`config.mk`:
```
export PLATFORM = sky130hd
export DESIGN_NAME = uart_mmio
export DESIGN_NICKNAME = d
export VERILOG_FILES = /design/src/rtl/uart_pkg.sv /design/src/rtl/sync_fifo.sv /design/src/rtl/uart_mmio.sv
export SDC_FILE = /design/constraint.sdc
export NUM_CORES = 1
export LEC_CHECK = 0
export BUFFER_PORTS_ARGS = -buffer_cell sky130_fd_sc_hd__buf_2
export CORE_MARGIN = 8
export CORE_UTILIZATION = 55
export DETAILED_ROUTE_END_ITERATION = 16
export PLACE_DENSITY_LB_ADDON = 0.05
export SKIP_LAST_GASP = 1
export SLEW_MARGIN = 5
export SYNTH_ARGS = -nofsm -noshare
export SYNTH_HDL_FRONTEND = slang
export SYNTH_SLANG_ARGS = --single-unit
export TNS_END_PERCENT = 50
```
`constraint.sdc`:
```
create_clock -name clk_i -period 4.3 [get_ports clk_i]
set_input_delay 0.645 -clock clk_i [delete_from_list [all_inputs] [get_ports clk_i]]
set_output_delay 0.645 -clock clk_i [all_outputs]
set_load 0.01 [all_outputs]
```
`src/rtl/uart_pkg.sv`:
```
// Shared definitions for the uart_mmio peripheral: register offsets,
// STATUS bit positions and the TX/RX state encodings.
package uart_pkg;

  localparam logic [1:0] REG_DATA   = 2'd0;
  localparam logic [1:0] REG_STATUS = 2'd1;

  localparam int ST_TX_FULL  = 0;
  localparam int ST_TX_IDLE  = 1;
  localparam int ST_RX_VALID = 2;
  localparam int ST_TX_OVF   = 3;
  localparam int ST_RX_OVF   = 4;
  localparam int ST_RX_FERR  = 5;

  typedef enum logic [1:0] {TX_IDLE, TX_START, TX_DATA, TX_STOP} tx_state_t;
  typedef enum logic [1:0] {RX_IDLE, RX_START, RX_DATA, RX_STOP} rx_state_t;

endpackage

```
`src/rtl/sync_fifo.sv`:
```
// Synchronous first-word-fall-through FIFO with count-based full/empty.
// DEPTH must be a power of two so the pointers wrap naturally.
module sync_fifo #(
  parameter int WIDTH = 8,
  parameter int DEPTH = 4
) (
  input  logic             clk_i,
  input  logic             rst_n_i,
  input  logic             push,
  input  logic [WIDTH-1:0] push_data,
  input  logic             pop,
  output logic [WIDTH-1:0] pop_data,
  output logic             full,
  output logic             empty
);

  localparam int AW = $clog2(DEPTH);

  logic [WIDTH-1:0] mem [DEPTH];
  logic [AW-1:0]    wr_ptr, rd_ptr;
  logic [AW:0]      count;
  logic             do_push, do_pop;

  assign full     = (count == (AW+1)'(DEPTH));
  assign empty    = (count == '0);
  assign do_pop   = pop && !empty;
  // A push into a full FIFO still lands when a pop frees a slot this cycle.
  assign do_push  = push && (!full || do_pop);
  assign pop_data = mem[rd_ptr];

  // NOTE: storage is deliberately not reset; only the pointers and count
  // define validity, and a reset-free array maps onto plain RAM/regfile cells.
  always_ff @(posedge clk_i) begin
    if (do_push) mem[wr_ptr] <= push_data;
  end

  // NOTE: sequential state uses non-blocking assignments so every register
  // samples the pre-edge values, independent of statement order.
  always_ff @(posedge clk_i or negedge rst_n_i) begin
    if (!rst_n_i) begin
      wr_ptr <= '0;
      rd_ptr <= '0;
      count  <= '0;
    end else begin
      if (do_push) wr_ptr <= wr_ptr + 1'b1;
      if (do_pop)  rd_ptr <= rd_ptr + 1'b1;
      case ({do_push, do_pop})
        2'b10:   count <= count + 1'b1;
        2'b01:   count <= count - 1'b1;
        default: count <= count;
      endcase
    end
  end

endmodule

```
`src/rtl/uart_mmio.sv`:
```
// Memory-mapped 8N1 UART: DATA/STATUS registers, TX FIFO and serialiser.
// Optional receiver is built when the UART_RX_EN macro is defined.
module uart_mmio
  import uart_pkg::*;
#(
  parameter int CLK_FREQ_HZ   = 50000000,
  parameter int BAUD_RATE     = 115200,
  parameter int TX_FIFO_DEPTH = 4
) (
  input  logic        clk_i,
  input  logic        rst_n_i,
  input  logic [31:0] addr_i,
  input  logic        rstrb_i,
  output logic [31:0] rdata_o,
  input  logic [3:0]  wmask_i,
  input  logic [31:0] wdata_i,
  output logic        tx_o,
  input  logic        rx_i
);

  localparam int DIV = CLK_FREQ_HZ / BAUD_RATE;
  localparam int BW  = $clog2(DIV);
  localparam logic [BW-1:0] BAUD_LAST = BW'(DIV - 1);

  logic [1:0] reg_sel;
  logic       data_wr, status_wr, data_rd;
  logic       fifo_pop, fifo_full, fifo_empty;
  logic [7:0] fifo_data;
  logic       tx_ovf, tx_idle, tx_drop;
  logic       rx_valid, rx_ovf, rx_ferr;
  logic [7:0] rx_byte;
  logic [31:0] rd_mux;

  assign reg_sel   = addr_i[3:2];
  assign data_wr   = wmask_i[0] && (reg_sel == REG_DATA);
  assign status_wr = wmask_i[0] && (reg_sel == REG_STATUS);
  assign data_rd   = rstrb_i && (reg_sel == REG_DATA);

  logic unused_bus;
  assign unused_bus = &{1'b0, addr_i[31:4], addr_i[1:0], wmask_i[3:1], wdata_i[31:8]};

  sync_fifo #(.WIDTH(8), .DEPTH(TX_FIFO_DEPTH)) u_tx_fifo (
    .clk_i     (clk_i),
    .rst_n_i   (rst_n_i),
    .push      (data_wr),
    .push_data (wdata_i[7:0]),
    .pop       (fifo_pop),
    .pop_data  (fifo_data),
    .full      (fifo_full),
    .empty     (fifo_empty)
  );

  // ---------------- TX serialiser ----------------
  tx_state_t   tx_state, tx_state_nx;
  logic [BW-1:0] baud_cnt, baud_cnt_nx;
  logic [2:0]  bit_cnt, bit_cnt_nx;
  logic [7:0]  shift, shift_nx;
  logic        tx_bit, baud_tick;

  assign baud_tick = (baud_cnt == BAUD_LAST);

  // NOTE: every output of this block gets a default first, so no path
  // through the case leaves a signal unassigned and no latch is inferred.
  always_comb begin
    tx_state_nx = tx_state;
    baud_cnt_nx = baud_cnt + 1'b1;
    bit_cnt_nx  = bit_cnt;
    shift_nx    = shift;
    fifo_pop    = 1'b0;
    tx_bit      = 1'b1;
    case (tx_state)
      TX_IDLE: begin
        baud_cnt_nx = '0;
        if (!fifo_empty) begin
          fifo_pop    = 1'b1;
          shift_nx    = fifo_data;
          tx_state_nx = TX_START;
        end
      end
      TX_START: begin
        tx_bit = 1'b0;
        if (baud_tick) begin
          baud_cnt_nx = '0;
          bit_cnt_nx  = '0;
          tx_state_nx = TX_DATA;
        end
      end
      TX_DATA: begin
        tx_bit = shift[0];
        if (baud_tick) begin
          baud_cnt_nx = '0;
          shift_nx    = {1'b0, shift[7:1]};
          bit_cnt_nx  = bit_cnt + 1'b1;
          if (bit_cnt == 3'd7) tx_state_nx = TX_STOP;
        end
      end
      TX_STOP: begin
        if (baud_tick) begin
          baud_cnt_nx = '0;
          // Chain straight into the next start bit to keep frames contiguous.
          if (!fifo_empty) begin
            fifo_pop    = 1'b1;
            shift_nx    = fifo_data;
            tx_state_nx = TX_START;
          end else begin
            tx_state_nx = TX_IDLE;
          end
        end
      end
      default: tx_state_nx = TX_IDLE;
    endcase
  end

  // tx_o is the registered line level of the current state, one cycle behind.
  always_ff @(posedge clk_i or negedge rst_n_i) begin
    if (!rst_n_i) begin
      tx_state <= TX_IDLE;
      baud_cnt <= '0;
      bit_cnt  <= '0;
      shift    <= '0;
      tx_o     <= 1'b1;
    end else begin
      tx_state <= tx_state_nx;
      baud_cnt <= baud_cnt_nx;
      bit_cnt  <= bit_cnt_nx;
      shift    <= shift_nx;
      tx_o     <= tx_bit;
    end
  end

  assign tx_idle = fifo_empty && (tx_state == TX_IDLE);
  assign tx_drop = data_wr && fifo_full && !fifo_pop;

  always_ff @(posedge clk_i or negedge rst_n_i) begin
    if (!rst_n_i) tx_ovf <= 1'b0;
    else          tx_ovf <= (tx_ovf && !(status_wr && wdata_i[ST_TX_OVF])) || tx_drop;
  end

  // ---------------- RX path ----------------
`ifdef UART_RX_EN
  localparam logic [BW-1:0] HALF_LAST = BW'(DIV / 2 - 1);

  logic        rx_meta, rx_sync, rx_prev;
  rx_state_t   rx_state, rx_state_nx;
  logic [BW-1:0] rx_cnt, rx_cnt_nx;
  logic [2:0]  rx_bit, rx_bit_nx;
  logic [7:0]  rx_shift, rx_shift_nx;
  logic        rx_done, rx_good, rx_bad;

  always_comb begin
    rx_state_nx = rx_state;
    rx_cnt_nx   = rx_cnt + 1'b1;
    rx_bit_nx   = rx_bit;
    rx_shift_nx = rx_shift;
    rx_done     = 1'b0;
    case (rx_state)
      RX_IDLE: begin
        rx_cnt_nx = '0;
        if (rx_prev && !rx_sync) rx_state_nx = RX_START;
      end
      RX_START: begin
        // Half a bit later the line must still be low, else it was a glitch.
        if (rx_cnt == HALF_LAST) begin
          rx_cnt_nx   = '0;
          rx_bit_nx   = '0;
          rx_state_nx = rx_sync ? RX_IDLE : RX_DATA;
        end
      end
      RX_DATA: begin
        if (rx_cnt == BAUD_LAST) begin
          rx_cnt_nx   = '0;
          rx_shift_nx = {rx_sync, rx_shift[7:1]};
          rx_bit_nx   = rx_bit + 1'b1;
          if (rx_bit == 3'd7) rx_state_nx = RX_STOP;
        end
      end
      RX_STOP: begin
        if (rx_cnt == BAUD_LAST) begin
          rx_done     = 1'b1;
          rx_state_nx = RX_IDLE;
        end
      end
      default: rx_state_nx = RX_IDLE;
    endcase
  end

  assign rx_good = rx_done && rx_sync;
  assign rx_bad  = rx_done && !rx_sync;

  always_ff @(posedge clk_i or negedge rst_n_i) begin
    if (!rst_n_i) begin
      rx_meta  <= 1'b1;
      rx_sync  <= 1'b1;
      rx_prev  <= 1'b1;
      rx_state <= RX_IDLE;
      rx_cnt   <= '0;
      rx_bit   <= '0;
      rx_shift <= '0;
      rx_byte  <= '0;
      rx_valid <= 1'b0;
      rx_ovf   <= 1'b0;
      rx_ferr  <= 1'b0;
    end else begin
      rx_meta  <= rx_i;
      rx_sync  <= rx_meta;
      rx_prev  <= rx_sync;
      rx_state <= rx_state_nx;
      rx_cnt   <= rx_cnt_nx;
      rx_bit   <= rx_bit_nx;
      rx_shift <= rx_shift_nx;
      if (rx_good && (!rx_valid || data_rd)) begin
        rx_byte  <= rx_shift;
        rx_valid <= 1'b1;
      end else if (data_rd) begin
        rx_valid <= 1'b0;
      end
      rx_ovf  <= (rx_ovf && !(status_wr && wdata_i[ST_RX_OVF]))
                 || (rx_good && rx_valid && !data_rd);
      rx_ferr <= (rx_ferr && !(status_wr && wdata_i[ST_RX_FERR])) || rx_bad;
    end
  end
`else
  assign rx_valid = 1'b0;
  assign rx_ovf   = 1'b0;
  assign rx_ferr  = 1'b0;
  assign rx_byte  = 8'h00;

  logic unused_rx;
  assign unused_rx = &{1'b0, rx_i, data_rd};
`endif

  // ---------------- Read port ----------------
  always_comb begin
    rd_mux = '0;
    case (reg_sel)
      REG_DATA:   rd_mux = {24'b0, rx_byte};
      REG_STATUS: begin
        rd_mux[ST_TX_FULL]  = fifo_full;
        rd_mux[ST_TX_IDLE]  = tx_idle;
        rd_mux[ST_RX_VALID] = rx_valid;
        rd_mux[ST_TX_OVF]   = tx_ovf;
        rd_mux[ST_RX_OVF]   = rx_ovf;
        rd_mux[ST_RX_FERR]  = rx_ferr;
      end
      default: rd_mux = '0;
    endcase
  end

  always_ff @(posedge clk_i or negedge rst_n_i) begin
    if (!rst_n_i)     rdata_o <= '0;
    else if (rstrb_i) rdata_o <= rd_mux;
  end

endmodule

```
Yosys cells after proc, flatten, opt, wreduce, memory -nomap -nowiden
Memory sizes are Yosys's and may differ from the RTL's.
Cells that the tools add are included.
- reduce and logical (&&, ||, !) cells: 25
- $add $sub $neg: 6
- eq/ne operators: 14
- multiplexer cells: 24
- operators with widths (kind ; number):
    $mux W8 ; 3
    $pmux W8 S3 ; 1
    $pmux W9 S2 ; 1
    $pmux W3 S2 ; 2
    $mux W2 ; 5
    $ne A2 B2 Y1 const B ; 5
    $add A9 B1 Y9 const B ; 1
    $eq A9 B9 Y1 const B ; 1
    $logic_and A1 B1 Y1 ; 9
    $mux W9 ; 1
    $pmux W2 S4 ; 1
    $add A3 B1 Y3 const B ; 2
    $eq A2 B1 Y1 const B ; 3
    $eq A2 B2 Y1 const B ; 3
    $eq A3 B3 Y1 const B ; 2
    $mux W3 ; 2
    $reduce_and A3 Y1 ; 2
    $mux W1 ; 5
    $reduce_and A5 Y1 ; 1
    $add A2 B1 Y2 const B ; 2
    $logic_not A1 Y1 ; 4
    $logic_not A2 Y1 ; 2
    $mux W4 ; 1
    $pmux W1 S2 ; 2
    other kinds (6) ; 8
- memories: 1
- word-level logic and storage cells: 80
- flip-flop bits (word level): 37
- RAM bits: 32
- output and inout port bits: 33
- bits of input ports: 72
- memories (name ; words ; width ; rd ports ; clocked after memory_dff ; wr ports ; line ; source):
    u_tx_fifo.mem ; 4 ; 8 ; 1 ; 0 ; 1 ; sync_fifo.sv:19 ; logic [WIDTH-1:0] mem [DEPTH];

Logic depth before layout (Yosys ltp)
- word-level depth: 9
- mapped depth: 12
- depth with buffers taken out: 12

Modules after synthesis
Synthesis repeated with hierarchy kept, for this count alone.
- cells, all modules: 242
- area, all modules: 3259.4 um2
- modules (own cells, without submodules) (module ; area an instance (um2) ; seq. area each (um2) ; cells each ; times used):
    uart_mmio ; 1671.6 ; 676.9 ; 162 ; 1
    sync_fifo ; 1587.8 ; 1136.1 ; 80 ; 1

Least setup slack after synthesis
No wires, ideal clock.
- kind: register -> register
- start: reg tx_state[0]
- end: reg u_tx_fifo.count[2]
- cell stages (with the launch flop): 13
- arrival: 2272 ps
- library setup time: 79 ps
- required time: 4221 ps
- setup slack: 1949 ps
- path buffers: 0
- period minus slack after synthesis: 2351 ps
- path through: dfrtp_1 inv_1 ha_1 nand2b_1 nand3_1 o21a_2 inv_2 ha_1 inv_1 fa_1 xor2_1 nor2_1 xor2_1
- cells in the longest elaborated chain, start to end: 7
- elaborated cells between the ends (all ways): 10
- those cells by class: eq/ne: 3; mux: 2; reduce/logical: 5
- ends and longest elaborated chain (element ; line ; source):
    start, declared ; uart_mmio.sv:54 ; tx_state_t tx_state, tx_state_nx;
    start signal, assigned ; uart_mmio.sv:123 ; tx_state <= tx_state_nx;
    $eq A2 B2 Y1 / $logic_not A2 Y1 (equally long branches) ; uart_mmio.sv:71 ; case (tx_state)
    $pmux W1 S2 (*) ; uart_mmio.sv:71 ;
    $logic_and A1 B1 Y1 (*) ; sync_fifo.sv:26 ; assign do_pop = pop && !empty;
    $logic_or A1 B1 Y1 ; sync_fifo.sv:28 ; assign do_push = push && (!full || do_pop);
    $logic_and A1 B1 Y1 ; sync_fifo.sv:28 ;
    $eq A2 B1 Y1 / $eq A2 B2 Y1 (equally long branches) ; sync_fifo.sv:47 ; case ({do_push, do_pop})
    $pmux W3 S2 / $reduce_bool A2 Y1 (equally long branches) ; - ;
    end signal, assigned ; sync_fifo.sv:48 ; 2'b10: count <= count + 1'b1;
    end signal, assigned ; sync_fifo.sv:49 ; 2'b01: count <= count - 1'b1;
    end signal, assigned ; sync_fifo.sv:50 ; default: count <= count;
    end, declared ; sync_fifo.sv:21 ; logic [AW:0] count;
Every way passes the cells marked *; elsewhere a longest branch is shown, timed or not.
A chain may end at the register's enable or synchronous reset.

Final worst setup path
Same ends and word-level chain as after synthesis.

==> flow_summary.yaml <==
outcome:
  outcome: "completed"
clock_tree:
  cts_sinks: 66
  tritoncts: "built"
  cts_made_buffers: 9
  clockRootBuffer: "clkbuf_8"
  h-tree-depth: 3
  clk_transition_reported_paths_ps: 70
  cts_resized: 0
  cts_hold_buf: 0
  clockBufferDepth: 2
  clock_latency_ps: 330
  post-cts-setup-buffers: 0
yosys:
  synth_seq_area_share_pct: 54.23
  synth_cells: 242
  syn_area_per_cell_sq_um: 13.81
  synth_ff_type: "dfrtp_1"
  async_flop_share_pct: 51.52
  synth-seq-cells: 66
  synth_cell_types: 53
  synth_warnings: 0
  netlist_area_sq_mm: 0.003343
  synth_edf_count: 32
cells_and_area:
  most-common-layout-cells: "dfrtp_1, edfxtp_1, conb_1, buf_2, inv_1"
  drive_gt1_share_pct: 23.05
  syn_to_final_growth_pct: 7.298
  stdcell_area_sq_mm: 0.003587
  nNetsFinal: 352
  diodes: 0
  layout_commonest_cell: "dfrtp_1"
timing:
  slew_headroom_pct: 48.05
  finalCritPeriodShare_pct: 61.33
  setup_violations: 0
  finalSetupTns_ps: 0
  post-route-min-period_ps: 2637
  rsz0062_at_grt: "no"
  hold_violations: 0
  fin_hold_ws_ps: 389.3
  tightest_slew_ps: 779.2
  slew_viol_final: 0
  setup_slack_ps: 1663
  max_freq_mhz: 379.2
  fin_skew_ps: 8.172
floorplanning:
  die_h_microns: 93.97
  rows: 28
  start_util_pct: 56.80
  fp.dieW_microns: 93.97
  dieArea_sq_mm: 0.008829
  ioPinCount: 105
  core_area_sq_mm: 0.005886
power:
  p_leak_nw: 1.552
  p_total_mw: 1.492
  ir_worst_vdd_v: 0.0002438
  p_per_area_mw_per_mm2: 416.0
placement:
  place_congestion: 0.7581
  dpl.hpwl_microns: 3806
  port_buffers: 17
  placed_area_sq_mm: 0.003361
  pre_cts_ws_ps: 1685
drt:
  wl_per_cell_microns: 15.39
  wirelength_microns: 5293
  post-route-drc-count: 0
  firstDrtPassIters: 4
  ant_nets: 0
  routed_via_density: 5.064
  drt_iter0_markers: 72
  vias: 1742
global_routing:
  grt_pass1_vias: 1737
  antenna_found_initial: 0
  grt.overflow.total: 0
  grt_pass1_wl_microns: 8873
  grt_max_degree: 35
  grt_usage_pct: 13.19
run:
  maxCapViolations: 0
critical_path:
  crit_family: "adder cells"
  crit_path_max_fanout: 7
  cp.arrival_ps: 2900
  worstPathRequired_ps: 4560
  cp_slowest_cell: "dfrtp_1"
  crit_type: "register to register"
  cpPeakStageDelay_ps: 410
  crit_path_end_kind: "register"
  path_cells: "inv_1 > ha_1 > nand2b_1 > nand3_1 > o21a_2 > inv_2 > ha_1 > inv_1 > fa_1 > xor2_1 > nor2_1 > xor2_1"
  timing.critical_path.buf_inv: 3
  cp-start-kind: "register"
min_path:
  hp-class: "primary input to asynchronous set/reset pin"
-- worst register-to-register path, cell delays in order (launching register included) --
cell      delay, ps
dfrtp_1         410
inv_1           120
ha_1            390
nand2b_1        160
nand3_1         110
o21a_2          290
inv_2            60
ha_1            170
inv_1            60
fa_1            370
xor2_1          150
nor2_1          130
xor2_1          150
-- cell families after synthesis --
| group | count (synthesis) | share of synthesized area [%] |
|---|---|---|
| flops | 66 | 54.23 |
| buf+inv | 51 | 9.880 |
| simple gates | 50 | 9.169 |
| mux | 27 | 12.65 |
| compound gates | 19 | 4.604 |
| fa+ha+maj | 16 | 6.213 |
| xor+xnor | 12 | 3.144 |
| other cells | 1 | 0.1122 |
-- sequential cells by signal (all words and copies together), names as in the netlist --
register          cells
u_tx_fifo.mem        32
baud_cnt              9
shift                 8
bit_cnt               3
rdata_o               3
u_tx_fifo.count       3
tx_state              2
u_tx_fifo.rd_ptr      2
u_tx_fifo.wr_ptr      2
tx_o                  1
tx_ovf                1
-- cell type report --
class	instances	area, sq um
clock buffers	10	137.6
clock inverters	6	88.84
fillers	472	2298
inverters	17	63.81
multi-input cells	153	1305
flip-flops and latches	66	1813
well taps	75	93.84
repair buffers	17	85.08
-- stage by stage --
stage | util (%) | cells
detailed placement | 57.10 | 328
floorplan | - | 270
CTS | 60.95 | 344
finish | 60.95 | 344
global route | 60.95 | 344
global placement | 57.10 | 328
-- power breakdown --
group	internal [mW]	switching [mW]	total, mW	leakage (nW)
Sequential	0.712	0.0381	0.750	0.709
Clock	0.343	0.238	0.582	0.109
Combinational	0.0633	0.0976	0.161	0.734
Total	1.12	0.374	1.49	1.55
-- layer usage --
| metal | up-vias | part of all wire [%] | routed length, microns | global-route usage, % |
|---|---|---|---|---|
| met5 | - | 0 | 0 | 0 |
| met4 | 0 | 1.0 | 54 | 5.548 |
| li1 | 847 | - | - | - |
| met2 | 46 | 44 | 2343 | 18.67 |
| met3 | 4 | 5.9 | 314 | 4.476 |
| met1 | 845 | 49 | 2580 | 17.94 |
-- worst paths after layout --
kind,from,endpoint,slack [ps],depth (start not counted)
min in group clk_i,baud_cnt[0],baud_cnt[0],490,1
max,tx_state[0],u_tx_fifo.count[2],1660,12
min reg2reg,baud_cnt[0],baud_cnt[0],490,1
max in group asynchronous,rst_n_i,shift[2],3410,1
max reg2reg,tx_state[0],u_tx_fifo.count[2],1660,12
min,rst_n_i,baud_cnt[6],390,1
-- Yosys cell counts, types with 2 or more instances --
master	number	area share, %
o21ai_1	2	0.30
dfrtp_1	33	25
xor2_1	6	1.6
mux2i_1	4	1.2
mux2_4	7	3.1
mux4_1	2	1.6
a21o_1	2	0.45
a21oi_1	2	0.30
nand2_1	5	0.56
mux2_1	2	0.67
buf_4	29	6.5
mux2_2	6	2.0
xnor2_1	6	1.6
o22ai_1	2	0.37
a32o_1	2	0.60
inv_1	16	1.8
nand3_1	6	0.90
o21ai_0	2	0.30
nor2_1	14	1.6
buf_8	2	0.90
ha_1	15	5.6
clkbuf_1	2	0.22
nand2b_1	2	0.37
nor3_1	2	0.30
nor3_2	2	0.60
mux4_2	6	4.0
nor2b_1	3	0.56
edfxtp_1	32	29
and2_1	4	0.75
(Power assumes the default switching activity.)
